<file path="config.mk">
export PLATFORM = sky130hd
export DESIGN_NAME = cart_slot_bridge
export DESIGN_NICKNAME = d
export VERILOG_FILES = /design/src/rtl/cart_bus_pkg.sv /design/src/rtl/cart_sync_ff.sv /design/src/rtl/cart_slot_bridge.sv
export SDC_FILE = /design/constraint.sdc
export NUM_CORES = 1
export LEC_CHECK = 0
export ABC_CLOCK_PERIOD_IN_PS = 2400
export BUFFER_PORTS_ARGS = -buffer_cell sky130_fd_sc_hd__buf_2
export CAP_MARGIN = 10
export CORE_ASPECT_RATIO = 1.25
export CORE_MARGIN = 2
export CORE_UTILIZATION = 40
export DETAILED_ROUTE_END_ITERATION = 6
export PLACE_DENSITY = 0.66
export SLEW_MARGIN = 20
export SYNTH_ARGS = -nofsm -noshare
export SYNTH_HDL_FRONTEND = slang
export SYNTH_SLANG_ARGS = --single-unit
</file>
<file path="constraint.sdc">
create_clock -name clk -period 2.4 [get_ports clk]
set_clock_uncertainty 0.2 [all_clocks]
set_input_delay 0.48 -clock clk [delete_from_list [all_inputs] [get_ports clk]]
set_output_delay 0.48 -clock clk [all_outputs]
set_load 0.01 [all_outputs]
</file>
<file path="src/rtl/cart_bus_pkg.sv">
// Shared definitions for the cartridge-slot bridge: FSM encodings, read-data default
// and the default address window.
package cart_bus_pkg;

    localparam logic [1:0] ST_IDLE   = 2'd0;
    localparam logic [1:0] ST_REQ    = 2'd1;
    localparam logic [1:0] ST_RDWAIT = 2'd2;
    localparam logic [1:0] ST_HOLD   = 2'd3;

    localparam logic [7:0]  RDATA_DEFAULT     = 8'hFF;
    localparam logic [15:0] DEFAULT_ADDR_BASE = 16'h0000;
    localparam logic [15:0] DEFAULT_ADDR_MASK = 16'hC000;

    function automatic logic addr_hit(input logic [15:0] addr, input logic [15:0] base,
                                      input logic [15:0] mask);
        return (addr & mask) == base;
    endfunction

endpackage

</file>
<file path="src/rtl/cart_sync_ff.sv">
// Multi-stage synchronizer for one asynchronous active-low slot strobe.
// Resets to 1 so a strobe reads as inactive until genuinely sampled low.
module cart_sync_ff #(
    parameter int unsigned SYNC_STAGES = 2
) (
    input  logic clk,
    input  logic reset,
    input  logic raw,
    output logic synced
);

    logic [SYNC_STAGES-1:0] stages;

    always_ff @(posedge clk or posedge reset) begin
        if (reset) begin
            stages <= '1;
        end else begin
            stages <= {stages[SYNC_STAGES-2:0], raw};
        end
    end

    assign synced = stages[SYNC_STAGES-1];

endmodule

</file>
<file path="src/rtl/cart_slot_bridge.sv">
// Turns asynchronous MSX slot strobes into one valid/ready bus transaction per access,
// holding the CPU in WAIT_n until the internal side has finished.
module cart_slot_bridge
    import cart_bus_pkg::*;
#(
    parameter logic [15:0] ADDR_BASE     = DEFAULT_ADDR_BASE,
    parameter logic [15:0] ADDR_MASK     = DEFAULT_ADDR_MASK,
    parameter int unsigned SYNC_STAGES   = 2,
    parameter int unsigned RDATA_TIMEOUT = 15
) (
    input  logic        clk,
    input  logic        reset,
    input  logic        p_slot_sltsl_n,
    input  logic        p_slot_rd_n,
    input  logic        p_slot_wr_n,
    input  logic [15:0] p_slot_address,
    input  logic [7:0]  p_slot_wdata,
    output logic [7:0]  p_slot_rdata,
    output logic        p_slot_data_en,
    output logic        p_slot_wait_n,
    output logic [15:0] bus_address,
    output logic        bus_valid,
    input  logic        bus_ready,
    output logic        bus_write,
    output logic [7:0]  bus_wdata,
    input  logic [7:0]  bus_rdata,
    input  logic        bus_rdata_en
);

    localparam logic [7:0] TIMEOUT_LIM = 8'(RDATA_TIMEOUT);

    logic       sltsl_s, rd_s, wr_s;
    logic       sel, rd, wr;
    logic [1:0] state;
    logic [7:0] cnt;
    logic [7:0] cnt_next;

    cart_sync_ff #(.SYNC_STAGES(SYNC_STAGES)) u_sync_sltsl (
        .clk    (clk),
        .reset  (reset),
        .raw    (p_slot_sltsl_n),
        .synced (sltsl_s)
    );

    cart_sync_ff #(.SYNC_STAGES(SYNC_STAGES)) u_sync_rd (
        .clk    (clk),
        .reset  (reset),
        .raw    (p_slot_rd_n),
        .synced (rd_s)
    );

    cart_sync_ff #(.SYNC_STAGES(SYNC_STAGES)) u_sync_wr (
        .clk    (clk),
        .reset  (reset),
        .raw    (p_slot_wr_n),
        .synced (wr_s)
    );

    // RD and WR low together is treated as neither.
    assign sel      = !sltsl_s;
    assign rd       = sel && !rd_s && wr_s;
    assign wr       = sel && !wr_s && rd_s;
    assign cnt_next = cnt + 8'd1;

    always_ff @(posedge clk or posedge reset) begin
        if (reset) begin
            state          <= ST_IDLE;
            cnt            <= 8'd0;
            bus_valid      <= 1'b0;
            bus_write      <= 1'b0;
            bus_address    <= 16'h0000;
            bus_wdata      <= 8'h00;
            p_slot_rdata   <= 8'h00;
            p_slot_data_en <= 1'b0;
            p_slot_wait_n  <= 1'b1;
        end else begin
            case (state)
                ST_IDLE: begin
                    if ((rd || wr) && addr_hit(p_slot_address, ADDR_BASE, ADDR_MASK)) begin
                        bus_address   <= p_slot_address;
                        bus_write     <= wr;
                        bus_wdata     <= p_slot_wdata;
                        bus_valid     <= 1'b1;
                        p_slot_wait_n <= 1'b0;
                        state         <= ST_REQ;
                    end
                end
                ST_REQ: begin
                    // Strobe withdrawal is deliberately ignored; the request must complete.
                    if (bus_ready) begin
                        bus_valid <= 1'b0;
                        cnt       <= 8'd0;
                        state     <= bus_write ? ST_HOLD : ST_RDWAIT;
                    end
                end
                ST_RDWAIT: begin
                    if (bus_rdata_en) begin
                        p_slot_rdata <= bus_rdata;
                        state        <= ST_HOLD;
                    end else if (cnt_next == TIMEOUT_LIM) begin
                        p_slot_rdata <= RDATA_DEFAULT;
                        state        <= ST_HOLD;
                    end else begin
                        cnt <= cnt_next;
                    end
                end
                ST_HOLD: begin
                    p_slot_wait_n <= 1'b1;
                    // Leaving only on full release keeps the same access from re-triggering.
                    if (!sel && !rd && !wr) begin
                        p_slot_data_en <= 1'b0;
                        state          <= ST_IDLE;
                    end else begin
                        p_slot_data_en <= !bus_write && rd;
                    end
                end
                default: state <= ST_IDLE;
            endcase
        end
    end

endmodule

</file>
==> out/results.txt, run 1 <==
Pleak: 1.44 nW
Largest net degree at the start of global routing: 34
PostCTS Resize Cnt: 0
Post-synth EDFFs: 0
RSZ-0062 raised after global routing: no
Share of post-route cells with drive strength above 1: 47.3%
FF+latch count, synth: 52
CTS tree: yes
Worst path required time: 2390 ps
First-pass GRT wire length: 7290 um
N_diodes: 0
Synth Flop Type: dfrtp_1
1st-pass router iterations: 4
Final nets: 303
Hold Path Stages: 1
Die area: 0.00620 sq mm
Setup_tns: 0 ps
Status: complete, no violations
CTS root buf: clkbuf_8
Worst Tran Pin Value: 512 ps
Max Slew Vio Count: 0
Residual DRC: 0
Fin. Hold Viols: 0
Worst r2r path cells: 5
Number of port buffers: 74
Core Rows: 30
Post-Syn Area: 0.00223 sq mm
R2R Setup Slk: 250 ps
CTS Sinks: 52
Via count of the first global-routing pass: 1,663
Final WL: 4350 um
Vias: 1,642
Pwr per Cell Area: 1090 mW/mm^2
Worst Setup End Kind: register
Cells after Synth: 175
Startpoint of the worst hold path: p_slot_wr_n
Worst Hold Endpoint: u_sync_wr.stages[0]$_DFF_PP1_
Synth cell types: 38
Final min period: 2150 ps
Syn Nets: 221
Worst reg2reg endpoint: state[1]$_DFFE_PP0P_
Routed length per instance: 13.5 um
Synthesized area per cell: 12.8 sq um
GPL Wtd Cong: 0.774
CP Class: register to register
Core box area: 0.00541 sq mm
Async SR Flop Fraction: 100%
Starting Density: 41.3%
HPWL reported at the end of detailed placement: 3230 um
Antenna-violating nets left: 0
H-tree Lvls: 2
Gr usage total: 14.6%
Die W: 70.8 um
Vias per Instance: 5.10
F_max: 465 MHz
Area Growth Syn to Fin: 27.5%
VDD IR-drop max: 0.700 mV
Max cap viols: 0
Die span in y: 87.5 um
Slew HR: 65.8%
Worst hold-check path type: input port to register
RR Startpoint: u_sync_wr.stages[1]$_DFF_PP1_
Worst EP arrival: 2140 ps
Max Fanout on Critical Path: 4
Period utilisation layout: 89.7%
Synthesis warning total: 0
Inserted Clock Buffers: 5
Top Ports: 75
Register area share after synthesis: 58.7%
Max clock buf depth: 2
Fin util: 52.6%
Clock slew at reported path FFs: 90 ps
Final setup vio count: 0
Initial antenna violation count: 0
Startpoint types: register
Iter 0 DRT Violations: 52
Grt ovf: 0
Worst skew pair latency: 290 ps
routing by layer:
metal / global-route usage, % / vias to the layer above / wire [um]
met5: 0 / - / 0
met4: 4.63 / 0 / 34
met3: 5.21 / 2 / 328
met2: 25.1 / 51 / 2140
met1: 17.3 / 795 / 1850
li1: - / 794 / -
per-stage QoR:
step | power, mW | setup slack, ps | std cells | hold WS, ps | cell area [sq um]
after floorplan | 2.06 | 373 | 175 | 145 | 2230
after detailed placement | 2.52 | 204 | 313 | 147 | 2710
after CTS | 3.15 | 235 | 322 | 60.5 | 2850
final | 3.11 | 248 | 322 | 72.7 | 2850
after global routing | 3.32 | 152 | 322 | 52.0 | 2850
after global placement | 2.49 | 220 | 313 | 146 | 2710
worst max path at each step:
stage | startpoint | endpoint | slack (ps) | cells past startpoint
6_report | u_sync_wr.stages[1]$_DFF_PP1_ | state[1]$_DFFE_PP0P_ | 250 | 5
2_1_floorplan | u_sync_wr.stages[1]$_DFF_PP1_ | state[1]$_DFFE_PP0P_ | 370 | 5
3_5_place_dp | p_slot_address[14] | state[1]$_DFFE_PP0P_ | 200 | 5
3_3_place_gp | p_slot_address[14] | state[1]$_DFFE_PP0P_ | 220 | 5
4_1_cts | u_sync_wr.stages[1]$_DFF_PP1_ | state[1]$_DFFE_PP0P_ | 240 | 5
5_1_grt | u_sync_wr.stages[1]$_DFF_PP1_ | state[1]$_DFFE_PP0P_ | 150 | 5
area by class of cell:
| cell class | instances | area [sq um] |
|---|---|---|
| Tap cell | 64 | 80.1 |
| Timing Repair Buffer | 81 | 438 |
| Multi-Input combinational cell | 110 | 870 |
| Clock buffer | 6 | 82.6 |
| Inverter | 7 | 26.3 |
| Sequential cell | 52 | 1310 |
| Fill cell | 496 | 2560 |
| Clock inverter | 2 | 38.8 |
report_power, final:
part | internal, mW | switching, mW
clock | 0.341 | 0.278
combinational | 0.561 | 0.564
sequential | 1.19 | 0.180
sequential cells by signal (all words and copies together), names as in the netlist:
name / cells
p_slot_wait_n: 1
p_slot_rdata: 8
p_slot_data_en: 1
u_sync_rd.stages: 2
bus_write: 1
bus_wdata: 8
u_sync_wr.stages: 2
u_sync_sltsl.stages: 2
state: 2
bus_address: 16
bus_valid: 1
cnt: 8
cell usage after synthesis (all sizes together), types with 3 or more instances:
| library cell | n | area [sq um] |
|---|---|---|
| a21oi | 3 | 15.0 |
| dfrtp | 45 | 1130 |
| ha | 7 | 87.6 |
| nor4 | 3 | 18.8 |
| mux2 | 23 | 259 |
| dfstp | 7 | 184 |
| buf | 3 | 15.0 |
| a21o | 5 | 37.5 |
| a22o | 4 | 35.0 |
| nand3 | 8 | 40.0 |
| o31ai | 4 | 30.0 |
| o22a | 8 | 70.1 |
| o21ai | 4 | 20.0 |
| nor2 | 3 | 11.3 |
| inv | 7 | 26.3 |
| and2 | 3 | 18.8 |
| clkbuf | 3 | 11.3 |
| nand2 | 12 | 45.0 |
cells by family after synthesis:
group,count (synthesis),share of synthesized area (%)
XOR/XNOR,3,1.18
flip-flops,52,58.7
adder cells (fa/ha/maj),7,3.92
AND/OR/NAND/NOR,41,10.0
multiplexers,24,12.1
buffers and inverters,13,2.35
AO/OA/AOI/OAI,35,11.8
cell usage in the layout, fill, tap and decap left out, types with 3 or more instances in the layout:
cell | netlist | layout
buf_2 | 3 | 74
dfrtp_1 | 45 | 45
mux2_2 | 23 | 23
nand2_1 | 12 | 12
nand3_1 | 8 | 8
o22a_1 | 8 | 8
ha_1 | 7 | 7
dfstp_2 | 7 | 7
inv_1 | 7 | 6
clkbuf_8 | 0 | 6
a21o_1 | 5 | 5
buf_4 | 0 | 5
o21ai_0 | 4 | 4
o31ai_1 | 4 | 4
a22o_1 | 4 | 4
nor4_1 | 3 | 3
and2_1 | 3 | 3
a21oi_1 | 3 | 3
nor2_1 | 3 | 3
what timing repair did:
| action | 4_1_cts | 5_1_grt |
|---|---|---|
| endpoints found under the hold margin | 19 | 0 |
| setup buffers | 0 | 0 |
| hold buffers | 1 | 0 |
critical path, cell delays in order (launching register included):
cell	delay [ps]
dfstp_2	560
xnor2_1	90
or4_4	440
a222oi_1	420
a21oi_1	130
a31o_1	200
Note: power is estimated with default switching activity, not from simulation.
==> run 2, diff against run 1 <==
ABC_CLOCK_PERIOD_IN_PS = 2000   (was 2400)
CORE_UTILIZATION = 50   (was 40)
CTS_CLUSTER_SIZE = 14   (was default)
PLACE_DENSITY = 0.79   (was 0.66)
clock period = 2 ns   (was 2.4 ns; I/O delays follow)
==> out/results.txt, run 2 (synthesis results as in run 1) <==
Pre-CTS WS: -7.08 ps (was 204 ps)
Levels on crit path: 6 (was 5)
Critical path buffers and inverters: 1 (was 0)
Worst skew pair latency: 300 ps (was 290 ps)
1st-pass router iterations: 4 (unchanged)
Most common cell after layout, fill and taps aside: buf_2 (unchanged)
Share of post-route cells with drive strength above 1: 52.9% (was 47.3%)
Gr usage total: 19.9% (was 14.6%)
CTS Sinks: 52 (unchanged)
Slew HR: 76.9% (was 65.8%)
Final min period: 2000 ps (was 2150 ps)
Via count of the first global-routing pass: 1,741 (was 1,663)
Die area: 0.00502 sq mm (was 0.00620 sq mm)
Worst r2r path cells: 6 (was 5)
Largest stage delay, worst path: 560 ps (about the same)
Final setup vio count: 1 (was 0)
Vias: 1,724 (was 1,642)
Pwr per Cell Area: 1290 mW/mm^2 (was 1090 mW/mm^2)
Worst Tran Pin Value: 342 ps (was 512 ps)
R2R Setup Slk: -1 ps (was 250 ps)
Failing checks: negative setup slack
Inserted Clock Buffers: 5 (unchanged)
CTS tree: yes (unchanged)
Hold Path Stages: 2 (was 1)
Placed cells: 320 (was 313)
CP Class: register to register (unchanged)
Starting Density: 51.2% (was 41.3%)
Residual DRC: 0 (unchanged)
Routed length per instance: 14.0 um (was 13.5 um)
Initial antenna violation count: 0 (unchanged)
Clock slew at reported path FFs: 90 ps (about the same)
Grt ovf: 0 (unchanged)
Max clock buf depth: 2 (unchanged)
First-pass GRT wire length: 7760 um (was 7290 um)
CP max-delay cell: dfstp_2 (unchanged)
Max Fanout on Critical Path: 3 (was 4)
Worst Setup End Kind: register (unchanged)
Top Ports: 75 (unchanged)
F_max: 500 MHz (was 465 MHz)
Iter 0 DRT Violations: 64 (was 52)
Final nets: 321 (was 303)
Cell Count, Final, Fillers Out: 334 (was 322)
Die span in y: 78.7 um (was 87.5 um)
Core Rows: 27 (was 30)
N_diodes: 0 (unchanged)
Final WS setup: -1.14 ps (was 248 ps)
Max cap viols: 0 (unchanged)
GPL Wtd Cong: 0.906 (was 0.774)
CTS root buf: clkbuf_8 (unchanged)
Crit-path cells: xnor2_1 -> or4_4 -> a222oi_1 -> buf_4 -> a21oi_1 -> a31o_1 (was xnor2_1 -> or4_4 -> a222oi_1 -> a21oi_1 -> a31o_1)
Cell family with most CP delay: flip-flops (was compound AO/OA/AOI/OAI gates)
Worst Hold Slack: 124 ps (was 72.7 ps)
Most frequent cells in the layout: buf_2, dfrtp_1, mux2_2 (unchanged)
Area Growth Syn to Fin: 36.7% (was 27.5%)
Worst path required time: 2000 ps (was 2390 ps)
Fin. Hold Viols: 0 (unchanged)
Largest Register: bus_address (unchanged)
Startpoint types: register (unchanged)
Antenna-violating nets left: 0 (unchanged)
Max reg flops: 16 (unchanged)
Number of port buffers: 74 (unchanged)
H-tree Lvls: 2 (unchanged)
HPWL reported at the end of detailed placement: 3360 um (was 3230 um)
Largest net degree at the start of global routing: 53 (was 34)
Vias per Instance: 5.16 (was 5.10)
Period utilisation layout: 100% (was 89.7%)
Worst hold-check path type: input port to register (unchanged)
Status: complete, but fails checks (was complete, no violations)
Final WL: 4670 um (was 4350 um)
Max Slew Vio Count: 0 (unchanged)
VDD IR-drop max: 0.716 mV (was 0.700 mV)
Worst EP arrival: 2000 ps (was 2140 ps)
Die W: 63.8 um (was 70.8 um)
RSZ-0062 raised after global routing: yes (was no)
Core box area: 0.00436 sq mm (was 0.00541 sq mm)
Pleak: 1.55 nW (was 1.44 nW)
[run 2: changes by cell type in the layout (fill, tap and decap cells not counted), moves of 2 or more]
cell / delta
buf_12: +2
ha_2: +2
dlygate4sd3_1: +3
ha_1: -2
buf_4: +12
[run 2: what timing repair did]
action,in CTS,in global routing
pin swaps,1,0
hold buffers,4,0
gates resized for setup,1,9
setup endpoints to repair,11,16
endpoints found under the hold margin,48,0
setup buffers,0,2
[run 2: layout make-up]
class,instances,area (sq um)
clock buffer,6,82.6
clock inverter,2,38.8
fill,308,1310
inverter,7,26.3
multi-input combinational,110,911
sequential,52,1310
tap,58,72.6
timing repair buffer,99,609
[run 2: routing by layer]
metal | share of wire, % | GRT usage [%]
met3 | 6.3 | 5.52
met5 | 0 | 0
met4 | 1.3 | 6.74
met1 | 41 | 24.6
met2 | 51 | 33.6
[run 2: power breakdown]
group,switching [mW],total (mW),internal [mW]
sequential,0.207,1.63,1.43
combinational,0.746,1.57,0.825
clock,0.336,0.745,0.409
total,1.29,3.95,2.66
[run 2: path summary, 6_finish.rpt]
kind | start | end
worst min register to register | u_sync_sltsl.stages[0]$_DFF_PP1_ | u_sync_sltsl.stages[1]$_DFF_PP1_
worst max-delay path | u_sync_rd.stages[1]$_DFF_PP1_ | state[1]$_DFFE_PP0P_
min in group asynchronous | reset | p_slot_rdata[3]$_DFFE_PP0P_
worst max register to register | u_sync_rd.stages[1]$_DFF_PP1_ | state[1]$_DFFE_PP0P_
worst min-delay path | p_slot_address[13] | bus_address[13]$_DFFE_PP0P_
max in group asynchronous | reset | p_slot_wait_n$_DFFE_PP1P_
[run 2: stage by stage]
stage | area, sq um | TNS, ps | power (mW) | util (%)
detailed placement | 2830 | -7.08 | 3.16 | 64.9
floorplan | 2230 | -26.5 | 2.48 | -
finish | 3050 | -1.14 | 3.95 | 70.0
CTS | 2990 | -0.786 | 3.93 | 68.7
global route | 3050 | -120 | 4.21 | 70.0
global placement | 2830 | 0 | 3.10 | 64.9
